`config.mk`:
```
export PLATFORM = sky130hd
export DESIGN_NAME = ifetch_ctrl
export DESIGN_NICKNAME = d
export VERILOG_FILES = /design/src/rtl/ifetch_ctrl.sv
export SDC_FILE = /design/constraint.sdc
export NUM_CORES = 1
export LEC_CHECK = 0
export CORE_MARGIN = 2
export CORE_UTILIZATION = 35
export CTS_CLUSTER_SIZE = 24
export DETAILED_ROUTE_END_ITERATION = 16
export GPL_TIMING_DRIVEN = 0
export PLACE_DENSITY = 0.66
export SKIP_LAST_GASP = 1
export SLEW_MARGIN = 5
export SYNTH_ARGS = -nofsm -noshare
export SYNTH_HDL_FRONTEND = slang
export SYNTH_SLANG_ARGS = --single-unit
```
`constraint.sdc`:
```
create_clock -name clk -period 3.3 [get_ports clk]
set_input_delay 0.66 -clock clk [delete_from_list [all_inputs] [get_ports clk]]
set_output_delay 0.66 -clock clk [all_outputs]
set_load 0.01 [all_outputs]
```
`src/rtl/ifetch_ctrl.sv`:
```
// ifetch_ctrl: fetch sequencer for the IF stage.
//
// Runs the req/ack handshake with a variable-latency instruction memory and
// drives the PC and IF/ID pipeline-register controls. A one-entry skid buffer
// holds an instruction that returns while the back end is stalled. A redirect
// that arrives while a fetch is outstanding is recorded and applied when the
// in-flight fetch completes. EX is frozen until then so the target stays stable.
//
// Optional feature: define IFETCH_PERF_EN to add the fetch_cnt, stall_cnt and
// flush_cnt performance counters.
//
// Ports:
//   clk, rst     clock; asynchronous active-high reset
//   im_req       fetch request at the current PC (held until im_ack)
//   im_ack       one-cycle completion pulse; im_rdata is valid with it
//   im_rdata     fetched instruction
//   load_use     load-use hazard from ID
//   be_stall     back-end stall
//   jump_imm     taken branch/JAL in EX (target PC+imm)
//   jump_reg     JALR in EX (target rs1+imm); has priority over jump_imm
//   pc_write     PC register enable
//   branch_ctrl  PC select: 2'b10 PC+4, 2'b01 PC+imm, 2'b00 rs1+imm
//   ifid_write   IF/ID register enable
//   instr_flush  IF/ID loads a NOP instead of instr_out
//   instr_out    instruction for IF/ID (skid buffer in BUFD, else im_rdata)
//   ex_hold      freeze EX while a deferred redirect is pending
//   fetch_cnt, stall_cnt, flush_cnt  performance counters (IFETCH_PERF_EN only)
module ifetch_ctrl #(
    parameter int unsigned DATA_W = 32,
    parameter int unsigned CNT_W  = 32
) (
    input  logic              clk,
    input  logic              rst,
    output logic              im_req,
    input  logic              im_ack,
    input  logic [DATA_W-1:0] im_rdata,
    input  logic              load_use,
    input  logic              be_stall,
    input  logic              jump_imm,
    input  logic              jump_reg,
    output logic              pc_write,
    output logic [1:0]        branch_ctrl,
    output logic              ifid_write,
    output logic              instr_flush,
    output logic [DATA_W-1:0] instr_out,
`ifdef IFETCH_PERF_EN
    output logic [CNT_W-1:0]  fetch_cnt,
    output logic [CNT_W-1:0]  stall_cnt,
    output logic [CNT_W-1:0]  flush_cnt,
`endif
    output logic              ex_hold
);

    localparam logic [1:0] SelPc4 = 2'b10;

    typedef enum logic [1:0] {StIdle, StFetch, StBufd, StRedir} state_e;

    state_e            state;
    logic [DATA_W-1:0] skid;
    logic [1:0]        pend;

    logic       hold;
    logic       redir;
    logic [1:0] kind;

    // Counters are sized by CNT_W; a zero width is meaningless.
    if (CNT_W == 0) begin : g_cnt_w_check
        $error("ifetch_ctrl: CNT_W must be at least 1");
    end

    assign hold  = load_use | be_stall;
    // EX has not resolved while the back end is stalled, so the jump waits.
    assign redir = (jump_imm | jump_reg) & ~be_stall;
    assign kind  = jump_reg ? 2'b00 : 2'b01;

    always_ff @(posedge clk or posedge rst) begin
        if (rst) begin
            state <= StIdle;
            skid  <= '0;
            pend  <= 2'b00;
        end else begin
            unique case (state)
                StIdle: state <= StFetch;
                StFetch: begin
                    if (im_ack) begin
                        if (!redir && hold) begin
                            skid  <= im_rdata;
                            state <= StBufd;
                        end
                    end else if (redir) begin
                        pend  <= kind;
                        state <= StRedir;
                    end
                end
                StBufd: begin
                    if (redir || !hold) state <= StFetch;
                end
                StRedir: begin
                    if (im_ack) state <= StFetch;
                end
                default: state <= StIdle;
            endcase
        end
    end

    always_comb begin
        im_req      = 1'b0;
        pc_write    = 1'b0;
        branch_ctrl = SelPc4;
        ifid_write  = 1'b0;
        instr_flush = 1'b0;
        ex_hold     = 1'b0;
        instr_out   = (state == StBufd) ? skid : im_rdata;
        unique case (state)
            StIdle: ;
            StFetch: begin
                im_req = 1'b1;
                if (im_ack) begin
                    if (redir) begin
                        // The returned instruction is wrong-path.
                        pc_write    = 1'b1;
                        branch_ctrl = kind;
                        ifid_write  = 1'b1;
                        instr_flush = 1'b1;
                    end else if (!hold) begin
                        pc_write   = 1'b1;
                        ifid_write = 1'b1;
                    end
                end else if (redir) begin
                    ex_hold = 1'b1;
                end
            end
            StBufd: begin
                if (redir) begin
                    pc_write    = 1'b1;
                    branch_ctrl = kind;
                    ifid_write  = 1'b1;
                    instr_flush = 1'b1;
                end else if (!hold) begin
                    pc_write   = 1'b1;
                    ifid_write = 1'b1;
                end
            end
            StRedir: begin
                im_req = 1'b1;
                if (im_ack) begin
                    pc_write    = 1'b1;
                    branch_ctrl = pend;
                    ifid_write  = 1'b1;
                    instr_flush = 1'b1;
                end else begin
                    ex_hold = 1'b1;
                end
            end
            default: ;
        endcase
    end

`ifdef IFETCH_PERF_EN
    logic stall_cycle;

    assign stall_cycle = ((state == StFetch) && !im_ack) || (state == StBufd) ||
                         (state == StRedir);

    always_ff @(posedge clk or posedge rst) begin
        if (rst) begin
            fetch_cnt <= '0;
            stall_cnt <= '0;
            flush_cnt <= '0;
        end else begin
            if (ifid_write && !instr_flush) fetch_cnt <= fetch_cnt + 1'b1;
            if (ifid_write && instr_flush)  flush_cnt <= flush_cnt + 1'b1;
            if (stall_cycle)                stall_cnt <= stall_cnt + 1'b1;
        end
    end
`endif

endmodule

```
==> results.md <==
* Leakage power at 1.46 nW
* Final #Nets at about 330
* Max-slew headroom at 0.507
* Clock buffer depth at 2
* Die area at 6390 µm²
* Tot GR Track Use at 0.146
* RSZ-0062 raised after global routing: false
* Fin. Hold Viols at 0
* Clock Pin Slew Worst Setup and Hold Paths at approximately 0.070 ns
* Dpl cells at 351
* Number of max-cap violations at 0
* DR pass1 iterations at 4
* Hold Crit Depth at 1
* Seq cells post-synth at 35
* Fillers at 522
* CTS tree: yes
* I/O pin count at ~80
* R2r startpoint: state[1]$_DFFE_PP0P_
* Hold_ws at around 0.5 ns
* Sequential area share after synthesis at 0.434
* Maximum fanout along the worst path at 6
* Top post-synthesis cells by area: dfrtp_1, mux2_4, nand2_1
* Crit end category: output pin
* Gp weighted congestion at 0.764
* Overall power at about 1.7 mW
* Max Fclk at ~0.32 GHz
* Post-route setup TNS at 0 ns
* R2r endpoint: skid[25]$_DFFE_PP0P_
* Post-CTS Setup Inserts at 0
* Via-to-Cell Ratio at roughly 4.6
* R2R setup slack at 1.79 ns
* CP bufs+invs at 2
* Syn Area/Cell at 9.94 µm²
* Stages on the worst setup path at 5
* WP data required at 2.64 ns
* Final setup violation count at 0
* H-tree depth at 2
* Total grt overflow at 0
* DRC Markers at 0
* Syn Std Cell Area at 2020 µm²
* Final Instance Area at between 2000 and 3000 µm²
* Synthesized Nets at 242
* Drt wl/cell at roughly 12 µm
* Post-route clock period utilization at 0.936
* Core area at 5540 µm²
* Fin cells at 359
* CP max stage delay at 0.54 ns
* Dpl ws at 0.196 ns
* CTS-repair resized insts at 0
* Initial antenna violation count at 0
* Diodes inserted at 0
* Ys async rst share at 1.00
* Final Max Slew Viols at 0
* CP Launch Point: be_stall
* Synth top area share at 0.434
* Clk_lat worst skew at 0.28 ns
* Yosys warning count at 0
* Clock root cell: clkbuf_8
* CTS sink cnt at 35
* Area of the multi-input gates at 1010 µm²
* Setup ws final at 0.212 ns
* Routed Antenna Nets at 0
* Placed inst area at 2870 µm²
* Reg area at 876 µm²
* Most used DFF post-synth: dfrtp_1
* Tmin final at 3.09 ns
* Post-DP HPWL at 3090 µm
* I/O Buffers at 76
* Setup CP Type: input port to output pin
* Clock buffer count from CTS at 5
* Worst EP arrival at 2.43 ns
* Pwr/cell area at slightly below 600 nW/µm²
* Via count at 1636
* Starting Density at 0.364
* Clock Skew at 0.00317 ns
* Vias in the first global route at 1607
* Drt total wl at between 4000 and 5000 µm
* Largest net degree at the start of global routing at 36
* Most frequent cell on the critical path: clkdlybuf4s50_1
* CP max stage cell: clkdlybuf4s50_1
* CP Launch Type: input port
* Hold_buf cts at 0
* Site Rows at 27
* Area Growth Syn to Fin at 48.0%
* CP Cell Sequence: clkdlybuf4s50_1 -> o21ba_2 -> a21boi_0 -> a31o_2 -> clkdlybuf4s50_1
* Post-synth EDFFs at 0
* Syn Inst Count at 203
* Worst Setup EP: instr_flush
* Synth area leader: dfrtp_1
* Die H at roughly 80 µm
* Peak VDD IR at 213 µV
* HP Class: register to register
* Delay-heaviest family, CP: buffers and inverters
* Die width at 79.9 µm
* Measured slew at the worst slew-check pin at 0.738 ns
* Distinct cell type count of the synthesized netlist at 28
* Fin util at 0.539
* DRT iter0 DRCs at 61
* Status: finished clean
* Global-route wire length before repair at 7410 µm
* Layout cells sized above 1 at 0.202
* Worst Reg-to-Reg Cells at 5
## synth_stat cells, types with 2 or more instances
cell,instances
clkbuf_1,5
nand2_1,98
buf_2,5
inv_1,2
a31o_2,2
a21oi_1,2
dfrtp_1,35
buf_12,3
mux2_2,2
nand2b_1,2
mux2_4,30
## cells by family (layout without fill, tap and decap cells)
logic type,Yosys count,in the layout,synth area share
muxes,32,32,0.234
AOI/OAI and AO/OA,12,12,0.0490
and+or+nand+nor,106,106,0.215
buffers and inverters,18,102,0.0670
DFF,35,35,0.434
## registers in the layout, summed over array words and instances, names as in the netlist
signal,flops
pend,1
skid,32
state,2
## layer usage
layer | wire [µm] | GRT usage
met1 | 2170 | 0.202
met2 | 1990 | 0.228
met3 | 267 | 0.0362
met4 | 62 | 0.0373
met5 | 0 | 0
## area by class of cell
type	count	share of cell area
Timing Repair Buffer	76	0.255
Buffer	16	0.0427
Clock inverter	2	0.0117
Clock buffer	6	0.0277
Multi-Input combinational cell	150	0.337
Inverter	2	0.00251
Tap cell	72	0.0302
Sequential cell	35	0.293
## worst min-delay path by stage
stage / start / to / slack, ns
after detailed placement: skid[9]$_DFFE_PP0P_ / skid[9]$_DFFE_PP0P_ / 0.49
after global placement: skid[11]$_DFFE_PP0P_ / skid[11]$_DFFE_PP0P_ / 0.49
final: skid[17]$_DFFE_PP0P_ / skid[17]$_DFFE_PP0P_ / 0.51
after CTS: skid[25]$_DFFE_PP0P_ / skid[25]$_DFFE_PP0P_ / 0.51
after floorplan: skid[10]$_DFFE_PP0P_ / skid[10]$_DFFE_PP0P_ / 0.48
after global routing: skid[9]$_DFFE_PP0P_ / skid[9]$_DFFE_PP0P_ / 0.52
## report_power, final
group | switching [mW] | total, mW | internal (mW)
registers | 0.0882 | 0.682 | 0.594
logic | 0.221 | 0.645 | 0.424
clock network | 0.156 | 0.400 | 0.244
total | 0.465 | 1.73 | 1.26
## cell usage in the layout, fill, tap and decap left out, drive strengths merged, types with 2 or more instances in the layout
cell	count
buf	10
dfrtp	35
nand2	98
clkbuf	12
a21oi	2
nand2b	2
inv	2
mux2	32
clkdlybuf4s50	76
a31o	2
No activity file was read; power rests on OpenSTA's default activity.
